File: src/rtl/led_grid_pkg.sv
// led_grid_pkg: LED mode/entry types and ledNo width shared by the LED grid panel
package led_grid_pkg;
  localparam int LEDNO_W = 8;
  typedef enum logic [1:0] {OFF = 2'd0, ON = 2'd1, BLINK = 2'd2, BLINK_N = 2'd3} ledMode_t;
  typedef struct packed {
    logic [LEDNO_W-1:0] ledNo;
    ledMode_t mode;
    logic [11:0] rgb;
  } ledEntry_t;
endpackage

File: src/rtl/grid_axis_cnt.sv
// grid_axis_cnt: divider-free tile tracker for one axis (in: pos, adv strobe; out: tile index, inLed, inGrid for the current pos)
module grid_axis_cnt #(
  parameter int OFFSET = 10,
  parameter int SIZE = 64,
  parameter int GAP = 10,
  parameter int COUNT = 8
) (
  input  logic       clk,
  input  logic       rst_n,
  input  logic [9:0] pos,
  input  logic       adv,
  output logic [3:0] index,
  output logic       inLed,
  output logic       inGrid
);
  localparam logic [9:0] OFS = 10'(OFFSET);
  localparam logic [9:0] LAST_SUB = 10'(SIZE + GAP - 1);
  localparam logic [9:0] SZ = 10'(SIZE);
  localparam logic [3:0] LAST_IDX = 4'(COUNT - 1);
  logic [3:0] idx_q, idx_d;
  logic [9:0] sub_q, sub_d;
  logic grid_q, grid_d;
  always_comb begin
    idx_d = idx_q;
    sub_d = sub_q;
    grid_d = grid_q;
    if (pos == OFS) begin
      idx_d = '0;
      sub_d = '0;
      grid_d = 1'b1;
    end else if (pos < OFS || !grid_q) grid_d = 1'b0;
    else if (sub_q == LAST_SUB) begin
      sub_d = '0;
      grid_d = idx_q != LAST_IDX;
      idx_d = idx_q + {3'b0, idx_q != LAST_IDX};
    end else sub_d = sub_q + 10'd1;
  end
  always_ff @(posedge clk or negedge rst_n)
    if (!rst_n) begin
      idx_q <= '0;
      sub_q <= '0;
      grid_q <= 1'b0;
    end else if (adv) begin
      idx_q <= idx_d;
      sub_q <= sub_d;
      grid_q <= grid_d;
    end
  // without an advance the held state already describes the current pos
  assign index = adv ? idx_d : idx_q;
  assign inGrid = adv ? grid_d : grid_q;
  assign inLed = (adv ? sub_d : sub_q) < SZ;
endmodule

File: src/rtl/led_grid_mon.sv
// led_grid_mon: VGA LED-grid debug panel (in: syncGen pos/syncs, LED entry write port, clear pulse; out: 2-cycle registered RGB/syncs, heartbeat o_led)
module led_grid_mon
  import led_grid_pkg::*;
#(
  parameter int NUM_X = 8,
  parameter int NUM_Y = 8,
  parameter int LED_W = 64,
  parameter int LED_H = 50,
  parameter int GAP_X = 10,
  parameter int GAP_Y = 10,
  parameter int OFFSET_X = 10,
  parameter int OFFSET_Y = 10,
  parameter logic [11:0] BG_RGB = 12'h000,
  parameter logic [11:0] OFF_RGB = 12'h222,
  parameter int BLINK_LOG2 = 5
) (
  input  logic        i_clkVideo,
  input  logic        i_reset,
  input  logic [9:0]  i_hpos,
  input  logic [9:0]  i_vpos,
  input  logic        i_display_on,
  input  logic        i_hsync,
  input  logic        i_vsync,
  input  logic        i_wrValid,
  input  logic [21:0] i_wrEntry,
  output logic        o_wrReady,
  input  logic        i_clear,
  output logic        o_hsync,
  output logic        o_vsync,
  output logic [3:0]  o_red,
  output logic [3:0]  o_green,
  output logic [3:0]  o_blue,
  output logic        o_led
);
  localparam int NUM = NUM_X * NUM_Y;
  typedef enum logic {IDLE, CLEAR} state_t;
  state_t state, state_d;
  logic [LEDNO_W-1:0] idx, idx_d, s1_idx;
  logic [13:0] entries [2**LEDNO_W];
  logic [13:0] cur;
  logic [BLINK_LOG2:0] frame;
  logic [3:0] col, row;
  logic x_led, y_led, x_grid, y_grid;
  logic s1_in, s1_de, s1_hs, s1_vs;
  logic [11:0] rgb_q, led_rgb;
  ledEntry_t wr;
  ledMode_t cur_mode;
  logic phase, lit, wr_fire;
  assign wr = ledEntry_t'(i_wrEntry);
  assign o_wrReady = state == IDLE;
  assign wr_fire = i_wrValid && o_wrReady;
  assign phase = frame[BLINK_LOG2];
  assign o_led = ~phase;
  always_ff @(posedge i_clkVideo or negedge i_reset)
    if (!i_reset) begin
      state <= CLEAR;
      idx <= '0;
    end else begin
      state <= state_d;
      idx <= idx_d;
    end
  always_comb begin
    state_d = state;
    idx_d = idx;
    if (i_clear) begin
      state_d = CLEAR;
      idx_d = '0;
    end else if (state == CLEAR) begin
      idx_d = idx + 1'b1;
      state_d = idx == LEDNO_W'(NUM - 1) ? IDLE : CLEAR;
    end
  end
  // out-of-range ledNo is accepted by the handshake but never stored
  always_ff @(posedge i_clkVideo)
    if (state == CLEAR) entries[idx] <= '0;
    else if (wr_fire && {1'b0, wr.ledNo} < (LEDNO_W + 1)'(NUM)) entries[wr.ledNo] <= {wr.mode, wr.rgb};
  always_ff @(posedge i_clkVideo or negedge i_reset)
    if (!i_reset) frame <= '0;
    else frame <= frame + (BLINK_LOG2 + 1)'(i_hpos == 10'd0 && i_vpos == 10'd0);
  grid_axis_cnt #(.OFFSET(OFFSET_X), .SIZE(LED_W), .GAP(GAP_X), .COUNT(NUM_X)) u_x (
    .clk(i_clkVideo), .rst_n(i_reset), .pos(i_hpos), .adv(1'b1),
    .index(col), .inLed(x_led), .inGrid(x_grid)
  );
  // rows only move at the start of each line
  grid_axis_cnt #(.OFFSET(OFFSET_Y), .SIZE(LED_H), .GAP(GAP_Y), .COUNT(NUM_Y)) u_y (
    .clk(i_clkVideo), .rst_n(i_reset), .pos(i_vpos), .adv(i_hpos == 10'd0),
    .index(row), .inLed(y_led), .inGrid(y_grid)
  );
  always_ff @(posedge i_clkVideo or negedge i_reset)
    if (!i_reset) begin
      s1_idx <= '0;
      s1_in <= 1'b0;
      s1_de <= 1'b0;
      s1_hs <= 1'b1;
      s1_vs <= 1'b1;
    end else begin
      s1_idx <= x_grid && y_grid ? LEDNO_W'(row) * LEDNO_W'(NUM_X) + LEDNO_W'(col) : '0;
      s1_in <= x_grid && y_grid && x_led && y_led;
      s1_de <= i_display_on;
      s1_hs <= i_hsync;
      s1_vs <= i_vsync;
    end
  assign cur = entries[s1_idx];
  assign cur_mode = ledMode_t'(cur[13:12]);
  assign lit = cur_mode == ON || (cur_mode == BLINK && phase) || (cur_mode == BLINK_N && !phase);
  assign led_rgb = state == CLEAR || !lit ? OFF_RGB : cur[11:0];
  always_ff @(posedge i_clkVideo or negedge i_reset)
    if (!i_reset) begin
      rgb_q <= '0;
      o_hsync <= 1'b1;
      o_vsync <= 1'b1;
    end else begin
      rgb_q <= !s1_de ? 12'h000 : s1_in ? led_rgb : BG_RGB;
      o_hsync <= s1_hs;
      o_vsync <= s1_vs;
    end
  assign o_red = rgb_q[11:8];
  assign o_green = rgb_q[7:4];
  assign o_blue = rgb_q[3:0];
endmodule

File: config.mk
export PLATFORM = sky130hd
export DESIGN_NAME = led_grid_mon
export DESIGN_NICKNAME = d
export VERILOG_FILES = /design/src/rtl/led_grid_pkg.sv /design/src/rtl/grid_axis_cnt.sv /design/src/rtl/led_grid_mon.sv
export SDC_FILE = /design/constraint.sdc
export NUM_CORES = 2
export LEC_CHECK = 0
export ABC_AREA = 1
export CAP_MARGIN = 20
export CELL_PAD_IN_SITES_DETAIL_PLACEMENT = 0
export CELL_PAD_IN_SITES_GLOBAL_PLACEMENT = 1
export CORE_MARGIN = 5
export CORE_UTILIZATION = 45
export CTS_CLUSTER_SIZE = 14
export DETAILED_ROUTE_END_ITERATION = 6
export PLACE_DENSITY_LB_ADDON = 0.1
export SLEW_MARGIN = 0
export SYNTH_ARGS = -nofsm -noshare
export SYNTH_HDL_FRONTEND = slang
export SYNTH_HIERARCHICAL = 1
export SYNTH_SLANG_ARGS = --single-unit
export TNS_END_PERCENT = 100
File: constraint.sdc
create_clock -name i_clkVideo -period 10.1 [get_ports i_clkVideo]
set_clock_uncertainty 0.1 [all_clocks]
set_input_delay 2.02 -clock i_clkVideo [delete_from_list [all_inputs] [get_ports i_clkVideo]]
set_output_delay 2.02 -clock i_clkVideo [all_outputs]
set_load 0.005 [all_outputs]
## Word-level counts from Yosys, hierarchy flattened

Memory sizes are Yosys's and may differ from the RTL's.
Index checks and enable logic that the tools add are counted.

- Bits in writable memories: 3584
- Bits of input ports: 49
- Output and inout port bits: 16
- Logic and storage cells: 101
- Memories kept: 1
- Register bits after elaboration: 71

Memories:

| name | words | width | read ports | clocked after Yosys merged registers in | write ports | line | source |
|---|---|---|---|---|---|---|---|
| entries | 256 | 14 | 1 | 0 | 1 | led_grid_mon.sv:39 | `logic [13:0] entries [2**LEDNO_W];` |

- Multiplexer cells: 38
- Equality and inequality tests: 10
- Reductions and logical operators: 21
- Bitwise logic cells: 2
- Add/subtract/negate cells: 7
- Magnitude comparators: 5

Operators with widths:

| operator | number |
|---|---|
| $mux 10 | 7 |
| $mux 12 | 3 |
| $mux 8 | 4 |
| $mux 4 | 7 |
| $add 10x1->10 const B | 2 |
| $eq 10x4->1 const B | 2 |
| $logic_not 10->1 | 2 |
| $lt 10x4->1 const B | 2 |
| $mux 1 | 16 |
| $mux 14 | 1 |
| $reduce_or 14->1 | 1 |
| $eq 10x6->1 const B | 1 |
| $eq 10x7->1 const B | 1 |
| $lt 10x6->1 const B | 1 |
| $lt 10x7->1 const B | 1 |
| $add 4x1->4 | 2 |
| $add 7x4->8 | 1 |
| $add 8x1->8 const B | 1 |
| $eq 8x6->1 const B | 1 |
| $logic_and 1x1->1 | 8 |
| $lt 8x7->1 const B | 1 |
| $ne 4x3->1 const B | 2 |
| $add 6x1->6 | 1 |
| $logic_or 1x1->1 | 5 |
| other kinds (5) | 10 |

## Depth between registers and ports, before layout

An unclocked memory read counts as a cell.

- Depth after elaboration: 10
- Depth in mapped cells: 19
- Depth with buffers taken out: 16

## Cells and area by module

Netlist, hierarchy kept.

Modules (own cells, without submodules):

| module | instances | cells an instance | area an instance (um^2) |
|---|---|---|---|
| led_grid_mon | 1 | 11542 | 145776.1 |
| grid_axis_cnt (u_y) | 1 | 186 | 1226.2 |
| grid_axis_cnt (u_x) | 1 | 164 | 1161.1 |

## Worst setup path after synthesis

No wires, ideal clock.

- Path type: input-to-reg
- From: in i_wrEntry[21]
- To: mem entries[0][10] (data pin)
- Cell stages on the path: 5
- Arrival time: 8505 ps
- Library setup time: 1393 ps
- Required time: 8607 ps
- Path slack: 102 ps
- Cell sequence: nor2_1 -> nand3_1 -> buf_2 -> buf_1 -> nor2_1

- Word-level cells in the longest chain between the ends: 7

Ends and longest elaborated chain:

| what | line | source |
|---|---|---|
| start, declared | led_grid_mon.sv:25 | `input logic [21:0] i_wrEntry,` |
| $lt 8x7->1 | led_grid_mon.sv:76 | `else if (wr_fire && {1'b0, wr.ledNo} < (LEDNO_W + 1)'(NUM)) entries[wr.ledNo] <= {wr.mode, wr.rgb};` |
| $logic_and 1x1->1 | led_grid_mon.sv:76 |  |
| $mux 1 | led_grid_mon.sv:76 |  |
| $mux 1 | led_grid_mon.sv:75 | `if (state == CLEAR) entries[idx] <= '0;` |
| $mux 1 (implied by the code) | led_grid_mon.sv:76 |  |
| $reduce_or 14->1 (no source line) | -- |  |
| $mux 14 (no source line) | -- |  |
| end, declared | led_grid_mon.sv:39 |  |

No other way between the ends.

## Final worst setup path

- From: in i_wrEntry[21]
- To: mem entries[71][9], enable pin

- Word-level cells in the longest chain between the ends: 7
- Elaborated cells on any way between the ends: 8
- Classes of those cells: order compare: 1; mux: 5; reduce/logical: 2

Ends and longest elaborated chain:

| what | line |
|---|---|
| $lt 8x7->1 | led_grid_mon.sv:76 |
| $logic_and 1x1->1 | led_grid_mon.sv:76 |
| $mux 1 | led_grid_mon.sv:76 |
| $mux 1 | led_grid_mon.sv:75 |
| $mux 1 (implied by the code) | led_grid_mon.sv:76 |
| $reduce_or 14->1 (no source line) | -- |
| $mux 8 (no source line) or $mux 1 (tied branches) | -- |

Several ways; a longest one is shown, not always the timed one.

==> metrics <==
status=finished, violations left; failing checks=slew limit; drt pass-1 iters=6; Pleak=61.71 nW; hold crit path type=flip-flop to flip-flop; CTS Buf Count=385; Fill cells=28.48k; WL/cell=27.79 um; worst-path maximum fanout=17; Highest Clock Rate=167.1 MHz; initial antenna violation count=23; CP Class=input port to flip-flop; Synth Register Bits=3,655; routability congestion estimate from global placement=0.8951; period utilisation layout=59.24%; Seq/Total Area, Yosys=73.84%; max-slew violations=34; Tmin final=5.983 ns; drt total wl=460,800 um; iteration-0 DRC count of the detailed router=11.12k; Pwr Density=210.9 mW/mm^2; Critical Path, Cell by Cell=clkdlybuf4s50_1 > nor2_1 > nand3_2 > buf_4 > o21ai_2 > inv_1 > nor2_1 > nand2_2 > buf_4 > nor2_1; Max-slew headroom=-2.209%; Clock Sink Count=3,655; Clock transition at path regs=0.06 ns; Ports=65; total number of vias=96.19k; Initial Util=45.22%; Worst Hold Depth=0; total core area=0.3277 mm^2; H-tree Lvls=5; FP Rows=210; Synth async-reset ratio=1.943%; unrepaired setup endpoints after global routing=no; commonest non-fill, non-tap cell in the layout=edfxtp_1; # setup viols final=0; CTS tree=built; peak per-stage delay on the critical path=0.86 ns; slowest cell on the critical path=nor2_1; Total GRT Usage=26.41%; Clk Latency, worst-skew pair=0.94 ns; CTS Root Cell=clkbuf_16; Worst Tran Pin Value=1.533 ns; HPWL after DPL=268,000 um; R2R setup slack=4.60 ns; Die Y=583.8 um; Unique masters post-synth=54; Max Buffers Root-to-Sink=4; Final Net Count=11.97k; Layout area overhead=12.04%; Die X=583.8 um; most frequent cells in the layout=3,584 x edfxtp_1, 2,516 x nand2_1, 1,856 x nand3_1; routed vias/inst=5.800; Power Total=0.03501 W; Post-Syn Instances=11.89k; Post-synth top flop=edfxtp_1; largest net degree at the start of global routing=205; endpoint class of the critical path=flip-flop; Setup TNS=0 ns; post-cts gate resize count=0; residual DRC count=0; Synthesis Warnings=6; final antenna-violating net count=0; Hold Fails Final Rpt=0; number of global-route vias before repair=92.95k; gr ovfl total=0; Post-synth EDFFs=3,584; Setup crit start kind=input port; CP required=10.55 ns; ratio of cells with drive above 1 in the final layout=8.649%; Critical Path AT=6.44 ns; Max-cap violations=0; first-pass GRT wire length=662,800 um; most frequent CP cell=nor2_1; maximum vdd drop=0.1479 mV; Mapped Avg Cell Area=12.46 um^2; Die ar.=0.3408 mm^2; worst r2r path cells=15; CTS Hold Bufs=0; Post-CTS Setup Bufs=0; Mapped Area=0.1482 mm^2; I/O Buffers=64
Yosys cell counts (2+ instances only):
master | number | area (um^2)
a21oi_1 | 374 | 1872
a221oi_1 | 63 | 551.8
a221oi_2 | 7 | 105.1
a22o_1 | 92 | 805.8
a31oi_1 | 3 | 18.77
and3_1 | 2 | 12.51
buf_1 | 63 | 236.5
buf_12 | 3 | 60.06
buf_2 | 324 | 1622
buf_4 | 134 | 1006
buf_6 | 57 | 641.9
buf_8 | 7 | 105.1
clkbuf_1 | 237 | 889.6
clkinv_1 | 2 | 7.510
dfrtp_1 | 66 | 1652
dfstp_2 | 5 | 131.4
edfxtp_1 | 3584 | 107600
ha_1 | 12 | 150.1
inv_1 | 131 | 491.7
inv_2 | 12 | 45.04
nand2_1 | 2520 | 9459
nand2_2 | 11 | 68.82
nand2_4 | 3 | 33.78
nand3_1 | 1865 | 9334
nand3_2 | 9 | 90.09
nand3_4 | 2 | 35.03
nand4_1 | 14 | 87.58
nor2_1 | 1044 | 3919
nor2_2 | 11 | 68.82
nor2_4 | 8 | 90.09
nor3_1 | 10 | 50.05
nor3b_1 | 2 | 15.01
nor4_1 | 4 | 25.02
o211ai_1 | 17 | 127.6
o21ai_0 | 819 | 4099
o21ai_1 | 89 | 445.4
o21ai_2 | 7 | 61.31
o21bai_1 | 6 | 45.04
o221ai_1 | 128 | 1121
o22ai_1 | 125 | 782.0
or4_1 | 2 | 15.01
xor2_1 | 6 | 52.55
critical path, delay by kind of cell:
kind	cells	cell delay, ns
compound gates	1	0.38
buf+inv	4	1.61
simple gates	5	2.40
logic make-up after synthesis:
logic type      count (synthesis)  synth area share (%)
simple gates                 5512                 15.77
compound gates               1734                 6.798
buf+inv                       972                 3.455
fa+ha+maj                      12                0.1013
flops                        3655                 73.84
other cells                     1              0.002531
xor+xnor                        6               0.03547
registers in the layout, summed over array words and instances (netlist names), 4 cells and up:
name,count
rgb_q,12
u_x/idx_q,4
idx,8
u_x/sub_q,10
frame,6
s1_idx,8
entries,3584
u_y/idx_q,4
u_y/sub_q,10
layer usage:
| metal | track usage, % | vias up | share of wire, % |
|---|---|---|---|
| met5 | 0 | - | 0.015 |
| met4 | 9.699 | 10 | 4.0 |
| met3 | 3.550 | 728 | 6.8 |
| met2 | 41.80 | 3804 | 46 |
| met1 | 37.55 | 48400 | 43 |
| li1 | - | 43249 | - |
where the power goes:
group / internal (W) / leakage [nW] / switching (W)
logic: 0.00110 / 14.3 / 0.00337
registers: 0.0164 / 41.4 / 0.0000626
clock network: 0.00816 / 6.08 / 0.00588
total: 0.0257 / 61.7 / 0.00932
stage by stage:
| stage | utilization (%) | cells | setup slack [ns] | hold slack, ns | cell area, um^2 |
|---|---|---|---|---|---|
| 2_1_floorplan | - | 11898 | 0.1021 | 0.2452 | 148200 |
| 3_3_place_gp | 46.49 | 15738 | 2.915 | 0.2454 | 152300 |
| 3_5_place_dp | 46.57 | 15761 | 3.027 | 0.2468 | 152600 |
| 4_1_cts | 50.36 | 16470 | 4.042 | 0.2546 | 165000 |
| 5_1_grt | 50.66 | 16580 | 3.974 | 0.2574 | 166000 |
| 6_report | 50.67 | 16586 | 4.117 | 0.2542 | 166000 |
final timing paths:
check / start / endpoint
max in group asynchronous: i_reset / s1_idx[0]
min: s1_hs / o_hsync
min in group asynchronous: i_reset / idx[0]
min reg2reg: s1_hs / o_hsync
max reg2reg: s1_idx[0] / rgb_q[10]
max: i_wrEntry[21] / entries[71][9]
area by class of cell:
class                           instances  area, um^2  share of cell area [%]
Antenna cell                            7       17.52                 0.01055
Clock buffer                          457       10120                   6.094
Clock inverter                        252        2322                   1.399
Inverter                              146       589.3                  0.3550
Multi-Input combinational cell       7271       33820                   20.37
Sequential cell                      3655      109400                   65.92
Tap cell                             4346        5438                   3.276
Timing Repair Buffer                  452        4275                   2.575
(Power assumes the default switching activity.)
